$ cat src/rtl/spi_endpoint_arbiter_if.sv
// Message-side bundle between the SPI minion adapter, the endpoint arbiter and its endpoints.
// The slave modport is the arbiter's view; master is the surrounding environment.
interface spi_endpoint_arbiter_if #(
   parameter int nbits      = 32,
   parameter int num_ports  = 3,
   parameter int addr_nbits = 2
);
   localparam int W = nbits - 2;
   localparam int P = W - addr_nbits;

   logic                   in_val;
   logic                   in_rdy;
   logic [W-1:0]           in_msg;
   logic                   out_val;
   logic                   out_rdy;
   logic [W-1:0]           out_msg;
   logic [num_ports-1:0]   ep_req_val;
   logic [num_ports-1:0]   ep_req_rdy;
   logic [P-1:0]           ep_req_msg;
   logic [num_ports-1:0]   ep_resp_val;
   logic [num_ports-1:0]   ep_resp_rdy;
   logic [num_ports*P-1:0] ep_resp_msg;

   modport slave (
      input  in_val, in_msg, out_rdy, ep_req_rdy, ep_resp_val, ep_resp_msg,
      output in_rdy, out_val, out_msg, ep_req_val, ep_req_msg, ep_resp_rdy
   );

   modport master (
      output in_val, in_msg, out_rdy, ep_req_rdy, ep_resp_val, ep_resp_msg,
      input  in_rdy, out_val, out_msg, ep_req_val, ep_req_msg, ep_resp_rdy
   );
endinterface

$ cat src/rtl/spi_endpoint_arbiter.sv
// Routes adapter messages to num_ports endpoints by address and round-robin merges their
// responses back, each path through a 1-entry buffer; bad addresses return an error response.
module spi_endpoint_arbiter #(
   parameter int nbits      = 32,
   parameter int num_ports  = 3,
   parameter int addr_nbits = 2
) (
   input  logic                  clk,
   input  logic                  reset,
   spi_endpoint_arbiter_if.slave bus,
   output logic [7:0]            err_count
);
   localparam int W = nbits - 2;
   localparam int P = W - addr_nbits;
   localparam logic [addr_nbits-1:0] ErrPort = addr_nbits'(num_ports);

   logic                  req_full_q;
   logic [addr_nbits-1:0] req_port_q;
   logic [P-1:0]          req_payload_q;
   logic                  resp_full_q;
   logic [W-1:0]          resp_msg_q;
   logic                  err_pend_q;
   logic [addr_nbits-1:0] rr_ptr_q;
   logic [7:0]            err_count_q;

   logic [addr_nbits-1:0] in_addr;
   logic                  in_addr_ok, in_acc, req_drain;
   logic [num_ports-1:0]  ep_req_val_c, ep_resp_rdy_c;
   logic                  out_val_c, out_fire, slot_free, err_grant, ep_grant;
   logic                  hit_hi, hit_lo;
   logic [addr_nbits-1:0] idx_hi, idx_lo, grant_idx, rr_next;
   logic [P-1:0]          pay_hi, pay_lo, grant_pay;

   // Request path
   assign in_addr    = bus.in_msg[W-1 -: addr_nbits];
   assign in_addr_ok = int'(in_addr) < num_ports;
   assign bus.in_rdy = !reset && !req_full_q && !err_pend_q;
   assign in_acc     = bus.in_val && bus.in_rdy;

   always_comb begin
      ep_req_val_c = '0;
      for (int i = 0; i < num_ports; i++) begin
         ep_req_val_c[i] = !reset && req_full_q && (req_port_q == addr_nbits'(i));
      end
   end

   assign bus.ep_req_val = ep_req_val_c;
   assign bus.ep_req_msg = req_payload_q;
   assign req_drain      = |(ep_req_val_c & bus.ep_req_rdy);

   // Two-pass round-robin: lowest valid port at or above rr_ptr, else lowest valid overall.
   always_comb begin
      hit_hi = 1'b0;
      hit_lo = 1'b0;
      idx_hi = '0;
      idx_lo = '0;
      pay_hi = '0;
      pay_lo = '0;
      for (int i = num_ports - 1; i >= 0; i--) begin
         if (bus.ep_resp_val[i]) begin
            hit_lo = 1'b1;
            idx_lo = addr_nbits'(i);
            pay_lo = bus.ep_resp_msg[i*P +: P];
            if (i >= int'(rr_ptr_q)) begin
               hit_hi = 1'b1;
               idx_hi = addr_nbits'(i);
               pay_hi = bus.ep_resp_msg[i*P +: P];
            end
         end
      end
   end

   assign grant_idx = hit_hi ? idx_hi : idx_lo;
   assign grant_pay = hit_hi ? pay_hi : pay_lo;
   assign rr_next   = (int'(grant_idx) == num_ports - 1) ? '0 : grant_idx + addr_nbits'(1);

   assign out_val_c = !reset && resp_full_q;
   assign out_fire  = out_val_c && bus.out_rdy;
   assign slot_free = !resp_full_q || out_fire;
   assign err_grant = !reset && slot_free && err_pend_q;
   assign ep_grant  = !reset && slot_free && !err_pend_q && (hit_hi || hit_lo);

   always_comb begin
      ep_resp_rdy_c = '0;
      for (int i = 0; i < num_ports; i++) begin
         ep_resp_rdy_c[i] = ep_grant && (grant_idx == addr_nbits'(i));
      end
   end

   assign bus.ep_resp_rdy = ep_resp_rdy_c;
   assign bus.out_val     = out_val_c;
   assign bus.out_msg     = resp_msg_q;
   assign err_count       = err_count_q;

   always_ff @(posedge clk) begin
      if (reset) begin
         req_full_q    <= 1'b0;
         req_port_q    <= '0;
         req_payload_q <= '0;
         resp_full_q   <= 1'b0;
         resp_msg_q    <= '0;
         err_pend_q    <= 1'b0;
         rr_ptr_q      <= '0;
         err_count_q   <= '0;
      end else begin
         if (req_drain) req_full_q <= 1'b0;
         if (in_acc) begin
            if (in_addr_ok) begin
               req_full_q    <= 1'b1;
               req_port_q    <= in_addr;
               req_payload_q <= bus.in_msg[P-1:0];
            end else begin
               err_pend_q <= 1'b1;
               if (err_count_q != 8'hFF) err_count_q <= err_count_q + 8'd1;
            end
         end
         // accept and error grant are mutually exclusive through err_pend_q
         if (out_fire) resp_full_q <= 1'b0;
         if (err_grant) begin
            resp_full_q <= 1'b1;
            resp_msg_q  <= {ErrPort, {P{1'b1}}};
            err_pend_q  <= 1'b0;
         end else if (ep_grant) begin
            resp_full_q <= 1'b1;
            resp_msg_q  <= {grant_idx, grant_pay};
            rr_ptr_q    <= rr_next;
         end
      end
   end
endmodule

$ cat src/flat_wrapper.sv
// flat-port wrapper written by rule: the top's interface ports become plain ports
module spi_endpoint_arbiter_flat 
#(
   parameter int nbits      = 32,
   parameter int num_ports  = 3,
   parameter int addr_nbits = 2
)
  (clk, reset, err_count, bus_in_val, bus_in_msg, bus_out_rdy, bus_ep_req_rdy, bus_ep_resp_val, bus_ep_resp_msg, bus_in_rdy, bus_out_val, bus_out_msg, bus_ep_req_val, bus_ep_req_msg, bus_ep_resp_rdy);
  spi_endpoint_arbiter_if #(.nbits(nbits), .num_ports(num_ports), .addr_nbits(addr_nbits)) bus_i ();
  input  logic clk;
  input  logic reset;
  output logic [7:0] err_count;
  input wire logic [$bits(bus_i.in_val)-1:0] bus_in_val;
  input wire logic [$bits(bus_i.in_msg)-1:0] bus_in_msg;
  input wire logic [$bits(bus_i.out_rdy)-1:0] bus_out_rdy;
  input wire logic [$bits(bus_i.ep_req_rdy)-1:0] bus_ep_req_rdy;
  input wire logic [$bits(bus_i.ep_resp_val)-1:0] bus_ep_resp_val;
  input wire logic [$bits(bus_i.ep_resp_msg)-1:0] bus_ep_resp_msg;
  output wire logic [$bits(bus_i.in_rdy)-1:0] bus_in_rdy;
  output wire logic [$bits(bus_i.out_val)-1:0] bus_out_val;
  output wire logic [$bits(bus_i.out_msg)-1:0] bus_out_msg;
  output wire logic [$bits(bus_i.ep_req_val)-1:0] bus_ep_req_val;
  output wire logic [$bits(bus_i.ep_req_msg)-1:0] bus_ep_req_msg;
  output wire logic [$bits(bus_i.ep_resp_rdy)-1:0] bus_ep_resp_rdy;
  assign bus_i.in_val = bus_in_val;
  assign bus_i.in_msg = bus_in_msg;
  assign bus_i.out_rdy = bus_out_rdy;
  assign bus_i.ep_req_rdy = bus_ep_req_rdy;
  assign bus_i.ep_resp_val = bus_ep_resp_val;
  assign bus_i.ep_resp_msg = bus_ep_resp_msg;
  assign bus_in_rdy = bus_i.in_rdy;
  assign bus_out_val = bus_i.out_val;
  assign bus_out_msg = bus_i.out_msg;
  assign bus_ep_req_val = bus_i.ep_req_val;
  assign bus_ep_req_msg = bus_i.ep_req_msg;
  assign bus_ep_resp_rdy = bus_i.ep_resp_rdy;
  spi_endpoint_arbiter #(.nbits(nbits), .num_ports(num_ports), .addr_nbits(addr_nbits)) u_core (.clk(clk), .reset(reset), .bus(bus_i), .err_count(err_count));
endmodule
$ cat config.mk
export PLATFORM = sky130hd
export DESIGN_NAME = spi_endpoint_arbiter_flat
export DESIGN_NICKNAME = d
export VERILOG_FILES = /design/src/rtl/spi_endpoint_arbiter_if.sv /design/src/rtl/spi_endpoint_arbiter.sv /design/src/flat_wrapper.sv
export SDC_FILE = /design/constraint.sdc
export NUM_CORES = 1
export LEC_CHECK = 0
export CAP_MARGIN = 40
export CORE_MARGIN = 1.5
export CORE_UTILIZATION = 46
export DETAILED_ROUTE_END_ITERATION = 16
export PLACE_DENSITY = 0.93
export SLEW_MARGIN = 20
export SYNTH_ARGS = -nofsm -noshare
export SYNTH_HDL_FRONTEND = slang
export SYNTH_SLANG_ARGS = --single-unit
$ cat constraint.sdc
create_clock -name clk -period 6.1 [get_ports clk]
set_clock_uncertainty 0.15 [all_clocks]
set_input_delay 0.915 -clock clk [delete_from_list [all_inputs] [get_ports clk]]
set_output_delay 0.915 -clock clk [all_outputs]
set_load 0.005 [all_outputs]
# After elaboration in Yosys (flattened, before gate mapping)
# Cells that the tools add are included.
# totals
register_bits	73
inputBits	124
output_inout_bits	74
# op_classes
add_sub_neg	2
order_cmp	4
n_eq_ne	6
muxes	38
bitwise	3
n_reduce_logical	32
# ops
cell	count
$mux W28	10
$mux W30	2
$mux W2	11
$logic_and A1 B1 Y1	16
$mux W1	15
$add A8 B1 Y8 const B	1
$ne A8 B8 Y1 const B	1
$eq A2 B2 Y1 const B	3
$reduce_and A2 Y1	3
$eq A2 B1 Y1 const B	2
$ge A1 B2 Y1 const A	2
$logic_not A1 Y1	4
$logic_not A2 Y1	2
$and A3 B3 Y3	1
$reduce_and A3 Y1	1
$reduce_bool A3 Y1	1
$reduce_or A3 Y1	1
$add A2 B1 Y2 const B	1
$ge A2 B2 Y1 const A	1
$logic_or A1 B1 Y1	2
$lt A2 B2 Y1 const B	1
$not A1 Y1	2
$reduce_bool A2 Y1	1
$reduce_or A2 Y1	1

# Logic depth before layout (Yosys ltp)
# depth
ltp_word	11
ltp_mapped	7
mapped_depth_nobuf	5

# Worst setup path after synthesis
# No wires, ideal clock.
# synth_timing
path_kind	input -> output
from	input bus_ep_resp_val[2]
to	output bus_ep_resp_rdy[0]
t_arrival_ps	2201
path_slack_ps	2834
stages	6
path_buffers	2
cell_sequence	buf_2 -> nor3_1 -> clkbuf_1 -> nor4_1 -> nand2_1 -> nor2_1
# synth_between
elab_chain_len	8
elab_cells_between_ends	21
classes_between	17 x mux; 4 x reduce/logical
# synth_rtl
element	line_no	rtl
start, declared	flat_wrapper.sv:17	input wire logic [$bits(bus_i.ep_resp_val)-1:0] bus_ep_resp_val;
$mux W2 / $mux W1 (equally long branches)	spi_endpoint_arbiter.sv:60	if (bus.ep_resp_val[i]) begin
$mux W2 / $mux W1 (equally long branches)	spi_endpoint_arbiter.sv:64	if (i >= int'(rr_ptr_q)) begin
$mux W2 / $mux W1 (equally long branches)	spi_endpoint_arbiter.sv:60	
$mux W2 / $mux W1 (equally long branches)	spi_endpoint_arbiter.sv:64	
$mux W2 / $mux W1 (equally long branches)	spi_endpoint_arbiter.sv:60	
$mux W2 / $logic_or A1 B1 Y1 (equally long branches)	spi_endpoint_arbiter.sv:73, spi_endpoint_arbiter.sv:81	
$logic_not A2 Y1 / $logic_and A1 B1 Y1 (equally long branches)	spi_endpoint_arbiter.sv:86, spi_endpoint_arbiter.sv:81	
$logic_and A1 B1 Y1 *	spi_endpoint_arbiter.sv:86	ep_resp_rdy_c[i] = ep_grant && (grant_idx == addr_nbits'(i));
end, declared	flat_wrapper.sv:24	output wire logic [$bits(bus_i.ep_resp_rdy)-1:0] bus_ep_resp_rdy;
# Mark *: on every way between the ends. The rest lies on a longest branch, timed or not.

# Worst setup path after layout
# layout_timing
from	input bus_ep_resp_val[0]
to	output bus_ep_resp_rdy[0]
# layout_between
elab_chain_len	4
elab_cells_between_ends	9
classes_between	5 x mux; 4 x reduce/logical
# layout_rtl
element	line_no
$mux W2 / $mux W1 (equally long branches)	spi_endpoint_arbiter.sv:60
$mux W2 / $logic_or A1 B1 Y1 (equally long branches)	spi_endpoint_arbiter.sv:73, spi_endpoint_arbiter.sv:81
$logic_not A2 Y1 / $logic_and A1 B1 Y1 (equally long branches)	spi_endpoint_arbiter.sv:86, spi_endpoint_arbiter.sv:81
$logic_and A1 B1 Y1 *	spi_endpoint_arbiter.sv:86
# Marked as above.

==> metrics.log <==
[metrics] CTS root buf: clkbuf_8
[metrics] utilization after layout: about 73%
[metrics] antenna violations before repair: 0
[metrics] number of standard-cell rows in the floorplan: 35
[metrics] Required @ worst endpoint: 5030 ps
[metrics] Pwr Total: 1.44 mW
[metrics] critical path data arrival time: 3280 ps
[metrics] highest net fanout along the worst path: 22
[metrics] total of flip-flops plus latches after synthesis: 73
[metrics] share of synthesized registers carrying an async set or reset: 0%
[metrics] ys flop type: dfxtp_1
[metrics] TritonCTS buffer count: 9
[metrics] count of input and output buffers: just under 200
[metrics] global-route wire length before repair: 25.4 mm
[metrics] nets: 876
[metrics] count of hold buffers inserted by post-cts repair: 0
[metrics] Achievable Freq: 230 MHz
[metrics] cell repeated most along the worst path: clkdlybuf4s50_1
[metrics] TNS Setup: 0 ps
[metrics] Starting DRT DRC Count: 551
[metrics] Synth Warn #: 0
[metrics] path class of the lowest-slack min-delay path: register to register
[metrics] proportion of synthesized chip area in sequential cells: about a third
[metrics] post-CTS setup-driven buffer insertion count: 0
[metrics] unrepaired setup endpoints after global routing: no
[metrics] number of inserted filler cells in the final layout: between 700 and 800
[metrics] synth-to-layout area growth: 52.4%
[metrics] total half-perimeter wirelength after legalization and detailed placement: 11.3 mm
[metrics] All-Layer GR Usage: between 30% and 40%
[metrics] maximum level of the CTS H-tree: 3
[metrics] CP Buf/Inv Count: 3
[metrics] worst stage delay on the critical path: 970 ps
[metrics] diode count: 0
[metrics] total standard cell area after synthesis: 4440 um^2
[metrics] Gate Count Post-Synth: between 500 and 600
[metrics] Levels on crit path: 7
[metrics] I/O pin count: 198
[metrics] detailed-routing iteration count for the pre-antenna-repair pass: 6
[metrics] PostCTS Resize Cnt: 0
[metrics] kind of capture point of the worst setup path: output port
[metrics] cell at the slowest stage of the critical path: clkdlybuf4s50_1
[metrics] startpoint type of the worst setup path: input pin
[metrics] post-detailed-route DRC marker count: 0
[metrics] Critical Path, Cell by Cell: clkdlybuf4s50_1, nor3_2, nor4_2, buf_4, nand2_1, nor2_1, clkdlybuf4s50_1
[metrics] Max IR drop VDD: 0.143 mV
[metrics] number of hold violations in the final report: 0
[metrics] Synth Net Count: 714
[metrics] DR vias: 5623
[metrics] Rel. slew slack: 48.2%
[metrics] Post-DRT Antenna Nets: 0
[metrics] actual slew at the worst max-slew pin: between 700 and 800 ps
[metrics] RD Place Congestion: 0.895
[metrics] area enclosed by the die boundary: approximately 10000 um^2
[metrics] Sinks on Clock Net: 73
[metrics] part of the cycle the worst path needs: between 70 and 80%
[metrics] die boundary height: 101 um
[metrics] number of vias per cell after detailed routing: 6.35
[metrics] Setup Viol. Count Final: 0
[metrics] largest buffer count on any clock path: 2
[metrics] Clock Pin Slew Worst Setup and Hold Paths: 80 ps
[metrics] Die Width: 101 um
[metrics] # Max-Cap Violations: 0
[metrics] power density over cell area: 212 nW/um^2
[metrics] number of flops mapped to enable cells by yosys: 0
[metrics] fraction of layout cells with a size suffix above 1: 6.22%
[metrics] average wire per cell in the routed design: 18.4 um
[metrics] depth of the worst register-to-register path: 5
[metrics] area of the core: about 9300 um^2
[metrics] largest net degree at the start of global routing: between 60 and 70
[metrics] number of instances on the worst hold path: 2
[metrics] Remaining Overflow, GRT: 0
[metrics] clock tree from TritonCTS: done
[metrics] Mean Syn Cell Area: 7.54 um^2
[metrics] Worst Setup Path Type: input pin to output port
[metrics] initial core utilization: 47.8%
[metrics] leakage power summed over all cells: between 2 and 3 nW
[metrics] vias in the first global route: 5292
[metrics] crit path time final: 4340 ps
[metrics] Top delay family on crit path: buffers and inverters
[metrics] run status: finished, final reports clean
[metrics] pins over their slew limit: 0
[metrics] post-synth cell types: 60
[metrics] Total Routed Length: 16.3 mm
[metrics] source-to-sink clock delay at the later pin of the worst-skew pair: 350 ps
==> final cells by class <==
type	count	area, um^2	share of cell area [%]
clock buffer	9	124	1.83
clock inverter	7	125	1.85
inverter	5	18.8	0.277
multi-input combinational	449	2740	40.5
sequential	73	1460	21.6
tap	129	161	2.38
timing repair buffer	213	2140	31.6
==> layout by cell type (no fill, tap or decap), types with 3 or more instances in the layout <==
cell	count
a21o_1	7
a22oi_1	5
a31oi_1	4
nand2_1	99
nand3_1	6
o2111ai_1	12
o21ai_0	21
nand3b_1	16
a311oi_1	10
nor3_1	3
nand2b_1	8
a41oi_1	15
a21oi_1	81
buf_2	3
bufinv_16	3
o31ai_1	3
clkdlybuf4s50_1	194
o211ai_1	3
inv_1	4
or3_1	3
buf_6	3
nor2_1	37
o22ai_1	8
o311ai_0	15
dfxtp_1	73
clkbuf_8	9
o211a_1	16
a32o_1	5
nor2b_1	5
a211oi_1	15
buf_4	9
a2bb2oi_1	15
==> metrics by stage <==
| stage | area [um^2] | hold slack [ps] | setup WS [ps] | std cells |
|---|---|---|---|---|
| after floorplan | 4440 | 303 | 2830 | 589 |
| after global placement | 6400 | 290 | 1870 | 861 |
| after detailed placement | 6470 | 299 | 1810 | 866 |
| after CTS | 6720 | 310 | 1810 | 882 |
| after global routing | 6770 | 327 | 1670 | 885 |
| final | 6770 | 306 | 1760 | 885 |
==> where the power goes <==
| group | total [mW] | internal [mW] | leakage [nW] | switching [mW] |
|---|---|---|---|---|
| registers | 0.544 | 0.514 | 0.599 | 0.0301 |
| clock network | 0.479 | 0.276 | 0.124 | 0.202 |
| logic | 0.416 | 0.218 | 1.80 | 0.197 |
==> path summary, 6_finish.rpt <==
kind | startpoint | to | slack (ps)
worst max-delay path | bus_ep_resp_val[0] | bus_ep_resp_rdy[0] | 1760
worst min register to register | u_core.bus.ep_req_msg[22] | u_core.bus.ep_req_msg[22] | 310
worst min-delay path | u_core.bus.ep_req_msg[22] | u_core.bus.ep_req_msg[22] | 310
worst max register to register | u_core.rr_ptr_q[1] | u_core.bus.out_msg[22] | 3720
==> logic make-up (layout without fill, tap and decap cells) <==
group / after synthesis / in the layout / synth area share, %
buffers and inverters: 67 / 234 / 5.95
DFF: 73 / 73 / 32.9
AOI/OAI and AO/OA: 247 / 247 / 39.0
adders and majority gates: 1 / 1 / 0.282
xor gates and xnor gates: 1 / 1 / 0.197
and+or+nand+nor: 199 / 199 / 21.4
muxes: 1 / 1 / 0.225
==> Yosys cell counts (15+ instances only) <==
cell type	number	area share [%]
o311ai_0	15	3.0
nand3b_1	16	2.7
nand2_1	99	8.4
dfxtp_1	73	33
nor2_1	37	3.1
o211a_1	16	3.6
o21ai_0	21	2.4
a21oi_1	81	9.1
a211oi_1	16	2.7
a41oi_1	15	3.0
clkbuf_1	52	4.4
a2bb2oi_1	15	3.0
==> flip-flops by register name, indices dropped and copies added (netlist names) <==
name / count
u_core.bus.ep_req_msg: 28
u_core.bus.out_msg: 30
u_core.err_count: 8
u_core.err_pend_q: 1
u_core.req_full_q: 1
u_core.req_port_q: 2
u_core.resp_full_q: 1
u_core.rr_ptr_q: 2
==> worst min-delay path, stage by stage (launching register included) <==
cell     delay [ps]
dfxtp_1         310
nand2_1          50
a21oi_1          50
==> routing by layer <==
metal	GRT usage (%)	vias to the layer above	wire length (um)
li1	-	2545	-
met1	37.5	2573	6080
met2	54.4	449	7860
met3	4.97	56	1910
met4	12.6	0	423
met5	0	-	0
Note: power is estimated with default switching activity, not from simulation.
==> RTL change: new RTL, same flow settings <==
Register the output `err_count` once more, without a reset; this adds one clock of latency there. The other outputs are not delayed to match.
--- a/src/rtl/spi_endpoint_arbiter.sv
+++ b/src/rtl/spi_endpoint_arbiter.sv
@@ -91,5 +91,7 @@
    assign bus.out_val     = out_val_c;
    assign bus.out_msg     = resp_msg_q;
-   assign err_count       = err_count_q;
+   always_ff @(posedge clk) begin
+      err_count <= err_count_q;
+   end
 
    always_ff @(posedge clk) begin
Function: changed (Yosys sat finds a counterexample within 4 cycles, from zero or initial values and one cycle with reset high).
==> RTL change against the original RTL <==
Wire length is 0.56% lower. Synthesized area is 7.2% higher. Total power is 1.8% lower. Via count is 0.37% higher. Sequential cell count is 8 higher. Setup slack worse by 440 ps. Design area is 1.8% higher. Critical path type unchanged. Largest cell class unchanged.
==> RTL change: results (changes against the original RTL) <==
Status: completed
Register area share after synthesis: 34.1% (+1.1 points)
Yosys cell types: 63 (+5.0%)
Area post-placement: 6630 sq um (+2.4%)
Routed len/inst: 17.9 um (-2.4%)
Nonclk buf count: 211 (-0.94%)
Synth Instances: 602 (+2.2%)
Final Hold Slack: 237 ps (-68.8 ps)
Metal2 WL: 7740 um (-1.5%)
Sequential share of cell area: 23.5% (+1.9 points)
Clk power: 0.000405 W (-15%)
First-pass GRT wire length: 24800 um (-2.4%)
Setup crit end: bus_ep_resp_rdy[1]
Routed wl met3: 1790 um (-6.1%)
# placed instances: 880 (+1.6%)
Met3 Use GR: 5.55% (+0.58 points)
Worst vdd ir: 0.0993 mV (-31%)
Comb. pwr: 0.000410 W (-1%)
Post-synth top cells: nand2_1 (115), dfxtp_1 (81), a21oi_1 (62)
Largest cells by area after synthesis: dfxtp_1 (34%), nand2_1 (9.1%), a21oi_1 (6.5%)
Layout Cells excl Fill: 902 (+1.9%)
FF-to-FF setup slack: 3730 ps (about the same)
Hold path depth: 0 (-2)
Final HPWL DP: 11400 um (+0.35%)
Hold wc startpoint: u_core.err_count_q[1]
Vias per cell: 6.26 (-1.5%)
## RTL change: cell count changes in the layout (fill, tap and decap cells not counted), sizes merged, moves of 10 or more
cell,delta
a21oi,-20
nand2,+16
a31oi,+12
o21ai,+12
nor2,-11
a311oi,-10
## RTL change: stage by stage
stage	setup slack, ps	utilization, %	total power, W
floorplan	3090	-	0.000802
global placement	1370	66.5	0.000986
detailed placement	1340	66.9	0.00100
CTS	1330	68.9	0.00140
global route	1180	69.6	0.00148
finish	1320	69.6	0.00141
## RTL change: kinds of logic (layout without fill, tap and decap cells)
| group | after synthesis | count (layout) | synth area share (%) |
|---|---|---|---|
| multiplexers | 4 | 4 | 0.867 |
| AND/OR/NAND/NOR | 206 | 206 | 21.6 |
| buffers and inverters | 67 | 234 | 7.65 |
| AO/OA/AOI/OAI | 243 | 243 | 35.5 |
| flip-flops | 81 | 81 | 34.1 |
| adder cells (fa/ha/maj) | 1 | 1 | 0.263 |
